===== config.mk =====
export PLATFORM = sky130hd
export DESIGN_NAME = io_arbiter
export DESIGN_NICKNAME = d
export VERILOG_FILES = /design/src/rtl/io_arbiter.sv
export SDC_FILE = /design/constraint.sdc
export NUM_CORES = 1
export LEC_CHECK = 0
export CAP_MARGIN = 20
export CORE_MARGIN = 2
export CORE_UTILIZATION = 30
export DETAILED_ROUTE_END_ITERATION = 10
export PLACE_DENSITY = 0.59
export SLEW_MARGIN = 20
export SYNTH_ARGS = -nofsm -noshare
export SYNTH_HDL_FRONTEND = slang
export SYNTH_SLANG_ARGS = --single-unit

===== constraint.sdc =====
create_clock -name clk -period 4.1 [get_ports clk]
set_input_delay 0.82 -clock clk [delete_from_list [all_inputs] [get_ports clk]]
set_output_delay 0.82 -clock clk [all_outputs]
set_load 0.005 [all_outputs]

===== src/rtl/io_arbiter.sv =====
// Two-requester arbiter for the processor's single I/O port: latches one request, drives the
// level strobes until the I/O module's ready pulse, acks the requester, then holds a quiet gap.
module io_arbiter #(
  parameter logic [15:0] TIMEOUT_CYCLES = 16'd50000,
  parameter int unsigned GAP_CYCLES     = 2
) (
  input  logic        clk,
  input  logic        reset,
  input  logic        req0_valid,
  input  logic        req0_write,
  input  logic [9:0]  req0_adress,
  input  logic [31:0] req0_data,
  input  logic [31:0] req0_drs,
  output logic        req0_ack,
  output logic        req0_err,
  output logic [31:0] req0_rdata,
  input  logic        req1_valid,
  input  logic        req1_write,
  input  logic [9:0]  req1_adress,
  input  logic [31:0] req1_data,
  input  logic [31:0] req1_drs,
  output logic        req1_ack,
  output logic        req1_err,
  output logic [31:0] req1_rdata,
  output logic [31:0] io_p_data,
  output logic [31:0] io_drs,
  output logic [9:0]  io_adress,
  output logic        io_in_req,
  output logic        io_new_out,
  input  logic        io_in_ready,
  input  logic        io_out_ready,
  input  logic [31:0] io_e_data,
  output logic        grant,
  output logic        busy
);

  typedef enum logic [1:0] {StIdle, StBusy, StGap} state_e;

  localparam logic [15:0] TmoLast = 16'(TIMEOUT_CYCLES - 16'd1);
  localparam logic [7:0]  GapLast = 8'(GAP_CYCLES - 1);

  state_e      state_q, state_d;
  logic        ptr_q, ptr_d;
  logic [15:0] tmo_q, tmo_d;
  logic [7:0]  gap_q, gap_d;
  logic [31:0] p_data_q, p_data_d, drs_q, drs_d;
  logic [9:0]  adr_q, adr_d;
  logic        in_req_q, in_req_d, new_out_q, new_out_d;
  logic        grant_q, grant_d;
  logic [1:0]  ack_q, ack_d, err_q, err_d;
  logic [31:0] rdata0_q, rdata0_d, rdata1_q, rdata1_d;

  logic        sel;
  logic        sel_write;
  logic [9:0]  sel_adr;
  logic        adr_legal;
  logic        done;

  always_comb begin
    sel       = req1_valid & (~req0_valid | ptr_q);
    sel_write = sel ? req1_write : req0_write;
    sel_adr   = sel ? req1_adress : req0_adress;
    adr_legal = (sel_adr == 10'd0) || (sel_adr == 10'd32) || (sel_adr == 10'd64) ||
                (sel_adr == 10'd96) || (sel_adr == 10'd128);
    // Only the ready pulse matching the active strobe counts as completion.
    done      = (new_out_q & io_out_ready) | (in_req_q & io_in_ready);
  end

  always_comb begin
    state_d   = state_q;
    ptr_d     = ptr_q;
    tmo_d     = tmo_q;
    gap_d     = gap_q;
    p_data_d  = p_data_q;
    drs_d     = drs_q;
    adr_d     = adr_q;
    in_req_d  = in_req_q;
    new_out_d = new_out_q;
    grant_d   = grant_q;
    ack_d     = 2'b00;
    err_d     = 2'b00;
    rdata0_d  = rdata0_q;
    rdata1_d  = rdata1_q;
    unique case (state_q)
      StIdle: begin
        if (req0_valid || req1_valid) begin
          grant_d  = sel;
          p_data_d = sel ? req1_data : req0_data;
          drs_d    = sel ? req1_drs : req0_drs;
          adr_d    = sel_adr;
          if (adr_legal) begin
            new_out_d = sel_write;
            in_req_d  = ~sel_write;
            tmo_d     = '0;
            state_d   = StBusy;
          end else begin
            ack_d[sel] = 1'b1;
            err_d[sel] = 1'b1;
            gap_d      = '0;
            state_d    = StGap;
          end
        end
      end
      StBusy: begin
        if (done || tmo_q == TmoLast) begin
          new_out_d      = 1'b0;
          in_req_d       = 1'b0;
          ack_d[grant_q] = 1'b1;
          err_d[grant_q] = ~done;
          if (done && in_req_q) begin
            if (grant_q) rdata1_d = io_e_data;
            else         rdata0_d = io_e_data;
          end
          ptr_d   = ~ptr_q;
          tmo_d   = '0;
          gap_d   = '0;
          state_d = StGap;
        end else begin
          tmo_d = tmo_q + 16'd1;
        end
      end
      StGap: begin
        if (gap_q == GapLast) state_d = StIdle;
        else                  gap_d   = gap_q + 8'd1;
      end
      default: state_d = StIdle;
    endcase
  end

  always_ff @(posedge clk) begin
    if (reset) begin
      state_q   <= StIdle;
      ptr_q     <= 1'b0;
      tmo_q     <= '0;
      gap_q     <= '0;
      p_data_q  <= '0;
      drs_q     <= '0;
      adr_q     <= '0;
      in_req_q  <= 1'b0;
      new_out_q <= 1'b0;
      grant_q   <= 1'b0;
      ack_q     <= 2'b00;
      err_q     <= 2'b00;
      rdata0_q  <= '0;
      rdata1_q  <= '0;
    end else begin
      state_q   <= state_d;
      ptr_q     <= ptr_d;
      tmo_q     <= tmo_d;
      gap_q     <= gap_d;
      p_data_q  <= p_data_d;
      drs_q     <= drs_d;
      adr_q     <= adr_d;
      in_req_q  <= in_req_d;
      new_out_q <= new_out_d;
      grant_q   <= grant_d;
      ack_q     <= ack_d;
      err_q     <= err_d;
      rdata0_q  <= rdata0_d;
      rdata1_q  <= rdata1_d;
    end
  end

  assign req0_ack   = ack_q[0];
  assign req1_ack   = ack_q[1];
  assign req0_err   = err_q[0];
  assign req1_err   = err_q[1];
  assign req0_rdata = rdata0_q;
  assign req1_rdata = rdata1_q;
  assign io_p_data  = p_data_q;
  assign io_drs     = drs_q;
  assign io_adress  = adr_q;
  assign io_in_req  = in_req_q;
  assign io_new_out = new_out_q;
  assign grant      = grant_q;
  assign busy       = (state_q != StIdle);

endmodule

==> results of run 1 <==
[power breakdown]
part / internal (mW) / total (mW) / switching [mW]
Combinational: 0.357 / 0.604 / 0.247
Sequential: 1.74 / 1.78 / 0.0444
Clock: 0.811 / 1.58 / 0.772
Total: 2.91 / 3.97 / 1.06
[cells by family (layout without fill, tap and decap cells)]
family | count (synthesis) | after routing | share of synthesized area
adder cells (fa/ha/maj) | 3 | 3 | 0.00561
AND/OR/NAND/NOR | 318 | 318 | 0.203
other | 0 | 4 | 0
buffers and inverters | 73 | 389 | 0.0423
XOR/XNOR | 9 | 9 | 0.0118
multiplexers | 1 | 1 | 0.00150
flip-flops | 172 | 172 | 0.515
AO/OA/AOI/OAI | 203 | 203 | 0.221
[flip-flops by register name (all words and copies together), names as in the netlist]
| signal | cells |
|---|---|
| gap_q | 8 |
| err_q | 2 |
| io_adress | 10 |
| state_q | 2 |
| io_drs | 32 |
| ack_q | 2 |
| req0_rdata | 32 |
| req1_rdata | 32 |
| io_in_req | 1 |
| io_p_data | 32 |
| ptr_q | 1 |
| tmo_q | 16 |
| grant | 1 |
| io_new_out | 1 |
[final cells by class]
| class | count | share of cell area |
|---|---|---|
| timing repair buffer | 346 | 0.317 |
| multi-input combinational | 534 | 0.276 |
| clock inverter | 15 | 0.0137 |
| tap | 280 | 0.0323 |
| inverter | 11 | 0.00380 |
| clock buffer | 17 | 0.0392 |
| antenna | 4 | 0.000922 |
| sequential | 172 | 0.317 |
[layer usage]
| metal | track usage | vias up | part of all wire |
|---|---|---|---|
| li1 | - | 3444 | - |
| met1 | 0.259 | 3392 | 0.42 |
| met2 | 0.341 | 290 | 0.47 |
| met3 | 0.0862 | 20 | 0.095 |
| met5 | 0 | - | 0 |
| met4 | 0.0547 | 0 | 0.013 |
[placed cells by master, fill, tap and decap left out, types with 11 or more instances in the layout]
| cell | n |
|---|---|
| clkdlybuf4s50_1 | 332 |
| dfxtp_1 | 172 |
| nand2_1 | 151 |
| nor2_1 | 101 |
| a21oi_1 | 84 |
| a222oi_1 | 64 |
| nand3_1 | 20 |
| clkbuf_16 | 17 |
| buf_4 | 13 |
| inv_1 | 11 |
| o21ai_0 | 11 |
[metrics by stage]
stage,worst slack (ns),area [um^2],cells,util
after detailed placement,0.432,10300,1343,0.471
after CTS,0.875,10800,1375,0.497
after global placement,0.468,10300,1343,0.471
after floorplan,1.34,6690,779,-
final,0.824,10900,1379,0.497
after global routing,0.724,10900,1377,0.497
[path summary, 6_finish.rpt]
kind                          to  slack (ns)            from
setup / recovery            busy        0.82      state_q[1]
hold / removal    req1_rdata[11]        0.45  req1_rdata[11]
setup reg to reg    io_adress[0]        1.40      state_q[1]
hold reg to reg   req1_rdata[11]        0.45  req1_rdata[11]
[critical path, delay by kind of cell (launching register included)]
| family | cells | cell delay [ns] |
|---|---|---|
| buffers and inverters | 2 | 0.88 |
| AND/OR/NAND/NOR | 1 | 0.72 |
| flip-flops | 1 | 0.43 |
==> flow_metrics.py, run 1 <==
metrics = {
    "yosys": {
        "synth_top_area_cell": "dfxtp_1",
        "synthesis.nets": 970,
        "yosys_warnings": 0,
        "netlist_area_mm2": 0.00669,
        "yosysMostFrequentCell": "dfxtp_1",
        "netlist_instances": 779,
        "synth_top_area_frac": 0.515,
        "synth_ff_type": "dfxtp_1",
        "ys_async_sr_fraction": 0,
        "synth.top_cells.by_area": "dfxtp_1 51%, a222oi_1 9.6%, nand2_1 8.5%, a21oi_1 6.4%, nor2_1 5.8%",
        "syn_area_per_cell_um2": 8.58,
        "ys_ff_latch": 172,
        "synthTopCellsByCount": "172 x dfxtp_1, 151 x nand2_1, 104 x nor2_1, 85 x a21oi_1, 64 x a222oi_1",
        "ys_types": 49,
        "synth-edff-count": 0,
        "seq_area_frac_synth": 0.515,
    },
    "power_and_ir_drop": {
        "p_per_area_mw_per_mm2": 366,
        "p_leak_nw": 3.71,
        "ir_drop_v": 0.000262,
        "power.total_mw": 3.97,
    },
    "clocking": {
        "worstSkewPairLatency_ns": 0.43,
        "cts-buffers-inserted": 17,
        "cts_root_buffer": "clkbuf_16",
        "cts.sinks": 172,
        "cts_resized": 0,
        "cts_tree": "yes",
        "clkTransAtPathRegs_ns": 0.08,
        "ctsHoldBuffers": 0,
        "h-tree-depth": 4,
        "clockBufferDepth": 2,
        "post_cts_buffers": 0,
    },
    "cells_and_area": {
        "ff_latch_area_mm2": 0.00344,
        "syn_to_final_growth_pct": 62.3,
        "drive_gt1_frac": 0.0511,
        "nets": 1273,
        "multiInputGateArea_mm2": 0.00300,
        "n_fill_cell": 2102,
    },
    "run": {
        "cap_viol_max_count": 0,
    },
    "setup_path": {
        "path_max_fanout": 11,
        "crit_path_max_incr_delay_ns": 0.72,
        "crit_path_cell_trace": "nor2_1 > inv_1 > clkdlybuf4s50_1",
        "critPathRequiredTime_ns": 3.28,
        "reg2reg_depth": 6,
        "crit_type": "reg2out",
        "startpoint_type": "register",
        "cp_slowest_cell": "nor2_1",
        "arrival_ns": 2.46,
        "end_kind": "primary output",
    },
    "placed_design": {
        "hpwl_um": 17800,
        "io_buffers": 333,
        "gp_congestion": 0.816,
    },
    "floorplan": {
        "die_w_um": 153,
        "core_mm2": 0.0218,
        "ioPinCount": 334,
        "dieArea_mm2": 0.0235,
        "rows": 54,
        "start_util": 0.306,
        "die_h_um": 153,
    },
    "sta": {
        "fin_worst_skew_ns": 0.0108,
        "slew_viol_final": 0,
        "rsz0062_at_grt": "false",
        "final-hold-violation-count": 0,
        "finalSetupViolations": 0,
        "relSlewSlack": 0.427,
        "worstMarginPinSlew_ns": 0.857,
        "period_minus_slack_ns": 3.28,
        "totalNegativeSetupSlack_ns": 0,
        "fmax_ghz": 0.305,
        "holdWs_ns": 0.454,
        "finalCritPeriodShare": 0.799,
    },
    "detailed_routing": {
        "vias_per_cell": 5.18,
        "wirelength_um": 25400,
        "drtIter0Drc": 656,
        "drtPass1Iterations": 9,
        "wl_per_cell_um": 18.4,
        "via_count": 7146,
        "ant_nets": 0,
        "drc_errors": 0,
    },
    "run_status": {
        "outcome": "finished, final reports clean",
    },
    "hold_path": {
        "hold_depth": 2,
        "hold_path_class": "reg2reg",
    },
    "global_routing": {
        "grt_pass1_vias": 6907,
        "grt_pass1_wl_um": 39200,
        "grt_max_degree": 72,
        "antenna_found_initial": 3,
        "globalRouteTotalUtil": 0.210,
        "overflow": 0,
    },
}
No activity file was read; power rests on OpenSTA's default activity.
==> run 2: changes to the inputs <==
- PLACE_DENSITY: 0.59 -> 0.61
- clock period: 4.1 -> 2.9 ns (I/O delays scaled with it)
==> flow_metrics.py, run 2 (synthesized netlist as in run 1, its figures left out) <==
metrics = {
    "run_status": {
        "outcome": "finished, final reports clean",
    },
    "clocking": {
        "clkTransAtPathRegs_ns": 0.07,
        "cts.sinks": 172,
        "worstSkewPairLatency_ns": 0.43,
        "clockBufferDepth": 2,
        "post_cts_buffers": 0,
        "cts_root_buffer": "clkbuf_16",
        "cts_tree": "yes",
        "h-tree-depth": 4,
        "ctsHoldBuffers": 0,
        "cts-buffers-inserted": 17,
    },
    "global_routing": {
        "grtUsageMet3": 0.0661,
        "antenna_found_initial": 1,
        "globalRouteTotalUtil": 0.209,
        "grt_pass1_vias": 6926,
        "overflow": 0,
        "top_usage_layer": "met2",
        "grt_pass1_wl_um": 39200,
        "grt_use_met1": 0.258,
        "use_met2": 0.356,
        "grt_max_degree": 146,
    },
    "detailed_routing": {
        "drtIter0Drc": 694,
        "vias_per_cell": 5.11,
        "ant_nets": 0,
        "drtPass1Iterations": 6,
        "wl_per_cell_um": 18.3,
        "drc_errors": 0,
        "wirelength_um": 25400,
        "via_count": 7097,
    },
    "floorplan": {
        "die_h_um": 153,
        "dieArea_mm2": 0.0235,
        "core_mm2": 0.0218,
        "start_util": 0.306,
        "die_w_um": 153,
        "rows": 54,
        "ioPinCount": 334,
    },
    "setup_path": {
        "arrival_ns": 2.07,
        "crit_path_start": "state_q[1]",
        "crit_type": "reg2out",
        "critPathRequiredTime_ns": 2.32,
        "end_kind": "primary output",
        "startpoint_type": "register",
        "path_max_fanout": 11,
        "rr_startpoint": "tmo_q[6]",
    },
    "hold_path": {
        "hold_path_class": "in2reg",
        "min_from": "reset",
    },
    "placed_design": {
        "io_buffers": 333,
        "gp_congestion": 0.813,
        "hpwl_um": 18100,
    },
    "sta": {
        "worstMarginPinSlew_ns": 0.794,
        "finalCritPeriodShare": 0.915,
        "relSlewSlack": 0.471,
        "period_minus_slack_ns": 2.65,
        "rsz0062_at_grt": "false",
        "finalSetupViolations": 0,
        "holdWs_ns": 0.402,
        "slew_viol_final": 0,
        "final-hold-violation-count": 0,
        "fmax_ghz": 0.377,
        "fin_worst_skew_ns": 0.0126,
    },
    "power_and_ir_drop": {
        "ir_drop_v": 0.000329,
        "p_per_area_mw_per_mm2": 520,
        "power.total_mw": 5.73,
        "p_leak_nw": 3.81,
    },
    "run": {
        "cap_viol_max_count": 0,
    },
    "cells_and_area": {
        "drive_gt1_frac": 0.0632,
        "syn_to_final_growth_pct": 64.8,
        "mostFrequentLayoutCells": "332 x clkdlybuf4s50_1, 172 x dfxtp_1, 151 x nand2_1",
        "layout_commonest_cell": "clkdlybuf4s50_1",
        "nets": 1285,
    },
}
-- run 2: per-stage QoR --
step | util | instance area [um^2] | instances | worst slack [ns] | TNS [ns]
after floorplan | - | 6690 | 779 | 0.381 | 0
after global placement | 0.477 | 10400 | 1355 | -0.166 | -1.40
after detailed placement | 0.477 | 10400 | 1355 | -0.190 | -1.68
after CTS | 0.505 | 11000 | 1387 | 0.000451 | 0
after global routing | 0.505 | 11000 | 1388 | 0.113 | 0
final | 0.505 | 11000 | 1388 | 0.248 | 0
-- run 2: final timing paths --
kind	to	slack (ns)	cells past startpoint
min	state_q[0]	0.40	2
min reg2reg	req0_rdata[8]	0.45	2
max	busy	0.25	3
max reg2reg	ack_q[0]	0.54	6
-- run 2: where the power goes --
group	switching, mW	internal (mW)
Combinational	0.351	0.521
Clock	1.09	1.24
Sequential	0.0640	2.46
-- run 2: timing repair --
item,4_1_cts,5_1_grt
gates resized for setup,0,1
setup endpoints to repair,0,1
hold endpoints to repair,0,0
-- run 2: area by class of cell --
| type | instances | area, um^2 |
|---|---|---|
| fill | 2073 | 10800 |
| timing repair buffer | 358 | 3580 |
| sequential | 172 | 3440 |
| multi-input combinational | 534 | 3000 |
| clock buffer | 17 | 425 |
| tap | 280 | 350 |
| clock inverter | 15 | 176 |
| inverter | 11 | 41.3 |
| antenna | 1 | 2.50 |
-- run 2: per-layer routing --
metal,vias to the layer above,wire length [um]
met5,-,0
li1,3459,-
met4,0,178
met3,13,2200
met2,290,12300
met1,3335,10700
-- run 2: worst max-delay path, stage by stage, from the launching register on --
cell	delay (ns)
dfxtp_1	0.44
nor2_2	0.46
inv_1	0.24
clkdlybuf4s50_1	0.51
==> RTL change, RTL diff (config.mk and constraints of run 2) <==
Make the reset (`reset`) asynchronous in one clocked block.
--- a/src/rtl/io_arbiter.sv
+++ b/src/rtl/io_arbiter.sv
@@ -127,7 +127,7 @@
     endcase
   end
 
-  always_ff @(posedge clk) begin
+  always_ff @(posedge clk or posedge reset) begin
     if (reset) begin
       state_q   <= StIdle;
       ptr_q     <= 1'b0;
Check against the original RTL: differs if reset is asserted again (counterexample within 4 cycles, from zero or initial values and one cycle with reset high); with reset held inactive, the same outputs for 4 cycles.
==> RTL change against run 2 <==
Routed wire length is 0.31% lower. Sequential cell count unchanged. Critical path type is now input pin to register. Synthesized area rose by 15%. Setup slack gained 140 ps. Cell area is 11% higher.
Power is not compared: it rests on default switching activity, and its combinational part moved more than twofold at a synthesized area within 25%.
==> RTL change: results (changes against run 2) <==
** Status
- Status: finished clean (unchanged).

** CTS
- The post-CTS resize count was 0 (unchanged).
- The clock root buffer was clkbuf_16 (unchanged).
- The number of buffers created by CTS was 17 (unchanged).
- Buffers inserted during post-CTS setup optimization :: 0 (unchanged)
- Worst-path clk slew :: 70 ps (about the same)
- The maximum level of the CTS H-tree is 4 (unchanged).
- Skew-Pair Late Insertion Delay :: 430 ps (about the same)
- The maximum buffer depth of the clock tree is 2 (unchanged).

** STA
- The transition time at the pin with the least slew margin was 673 ps (was 794 ps).
- The final setup skew is 14.1 ps (was 12.6 ps).

** Route
- Wire length per cell after detailed routing :: 17.9 um (was 18.3 um)
- Number of vias per cell after detailed routing :: 4.84 (was 5.11)
- The initial DRC count was 264 (was 694).
- Detailed-router iteration count before antenna repair :: 5 (was 6)

** Yosys
- The synthesized-area fraction occupied by adder cells is 0.487% (was 0.561%).
- The post-synthesis share of cell area spent on xor and xnor gates came to 0.682% (was 1.18%).
- Commonest cells in the synthesized netlist: dfrtp_1 (172), nand2_1 (99), o21ai_0 (81) (was dfxtp_1 (172), nand2_1 (151), nor2_1 (104)).
- The net count after synthesis is 932 (was 970).
- The area fraction in compound gates after synthesis came to 13.9% (was 22.1%).
- The async set or reset register ratio after synthesis came to 100% (was 0%).
- Largest cells by area after synthesis: dfrtp_1 (56%), mux2_2 (9.3%), and3_1 (5.7%) (was dfxtp_1 (51%), a222oi_1 (9.6%), nand2_1 (8.5%)).
- The portion of the post-synthesis area used by sequential elements came to 55.8% (was 51.5%).
- Multiplexer area fraction after synthesis :: 9.88% (was 0.150%)
- Count of cell types in the netlist :: 49 (unchanged)
- Count of synthesis-stage warnings from yosys :: 0 (unchanged)

** Global routing
- The wire length of the first global-routing pass was 38.7 mm (was 39.2 mm).
- The total global routing track utilization came to 18.7% (was 20.9%).
- Number of antenna violations at the first check in global routing :: 1 (unchanged)
- The via count of the first global-routing pass is 7,082 (was 6,926).
- Largest net degree at the start of global routing :: 68 (was 146)

** Finish
- Number of filler cells placed in the layout :: 2,328 (was 2,073)
- Fin nets :: 1,262 (was 1,285)
- The share of layout cells above drive strength 1 is 12.8% (was 6.32%).

** Worst setup path
- The slack of the worst reg-to-reg path came to 490 ps (was 540 ps).
- Largest incremental delay on the critical path :: 550 ps (was 510 ps)
- Largest fanout on the critical path :: 8 (was 11)
- The slowest cell on the critical path was or4_4 (was clkdlybuf4s50_1).
- The arrival time at the worst endpoint is 2870 ps (was 2070 ps).

** Placement
- The count of buffers inserted at the top-level ports is 333 (unchanged).
- The routability-driven placement congestion ratio came to 0.803 (was 0.813).
- The HPWL after detailed placement was 18.4 mm (was 18.1 mm).

** Worst hold path
- Path category of the worst min-delay check :: register to register (was input pin to register)

** Power and ir drop
- VDD IR max :: 0.000315 V
- Of the total power, the share spent switching nets is 30.6%.
- The analysis attributes to cell leakage a power of 5.39 nW.
-- RTL change: cell types whose count changed in the layout (fill, tap and decap cells not counted), sizes merged, moves of 52 or more --
cell           run 2  this run
nor2             104        23
dfrtp              0       172
o21ai             13        81
dfxtp            172         0
and3               2        70
a222oi            64         0
nand2            151        99
mux2               0        65
-- RTL change: final cells by class --
type,count,share of cell area [%]
timing repair buffer,359,29.6
multi-input combinational,515,26.4
antenna,1,0.0205
clock inverter,13,1.49
tap,330,3.39
clock buffer,19,3.55
inverter,6,0.216
sequential,172,35.3
-- RTL change: worst max-delay path, delay by kind of cell --
family	cells	cell delay, ps
AOI/OAI and AO/OA	4	780
buffers and inverters	1	420
and+or+nand+nor	2	1070
-- RTL change: per-layer routing --
metal | share of wire (%) | vias to the layer above | global-route usage [%]
li1 | - | 3302 | -
met1 | 40 | 3269 | 22.1
met2 | 49 | 228 | 31.2
met3 | 8.0 | 44 | 6.52
met4 | 3.2 | 0 | 7.42
met5 | 0 | - | 0
-- RTL change: power groups by stage --
stage | sequential [mW] | clock (mW) | combinational (mW)
after global routing | 3.42 | 2.60 | 3.00
after CTS | 3.33 | 2.49 | 2.77
final | 3.33 | 2.42 | 2.72
after floorplan | 3.36 | 0 | 0.926
after detailed placement | 3.36 | 0 | 2.76
after global placement | 3.35 | 0 | 2.75
-- RTL change: final timing paths --
kind	from	to	depth (start not counted)
worst min-delay path	io_p_data[12]	io_p_data[12]	2
worst max-delay path	req0_adress[8]	tmo_q[12]	7
worst min register to register	io_p_data[12]	io_p_data[12]	2
worst max register to register	tmo_q[11]	gap_q[1]	6
min in group asynchronous	reset	req0_rdata[11]	3
max in group asynchronous	reset	req0_rdata[31]	3
-- RTL change: logic make-up after synthesis --
kind of cell,count (synthesis)
flip-flops,172
AO/OA/AOI/OAI,191
AND/OR/NAND/NOR,247
XOR/XNOR,6
multiplexers,68
buffers and inverters,54
adder cells (fa/ha/maj),3
-- RTL change: per-stage QoR --
stage | cell area [sq um] | setup WS, ps | hold slack [ps] | power [mW] | instances
after CTS | 12200 | 393 | 484 | 8.60 | 1414
after global placement | 11600 | -8.95 | 460 | 6.10 | 1382
after detailed placement | 11600 | -62.8 | 469 | 6.12 | 1382
final | 12200 | 383 | 477 | 8.47 | 1415
after floorplan | 7710 | 123 | 436 | 4.29 | 741
after global routing | 12200 | 302 | 510 | 9.01 | 1415
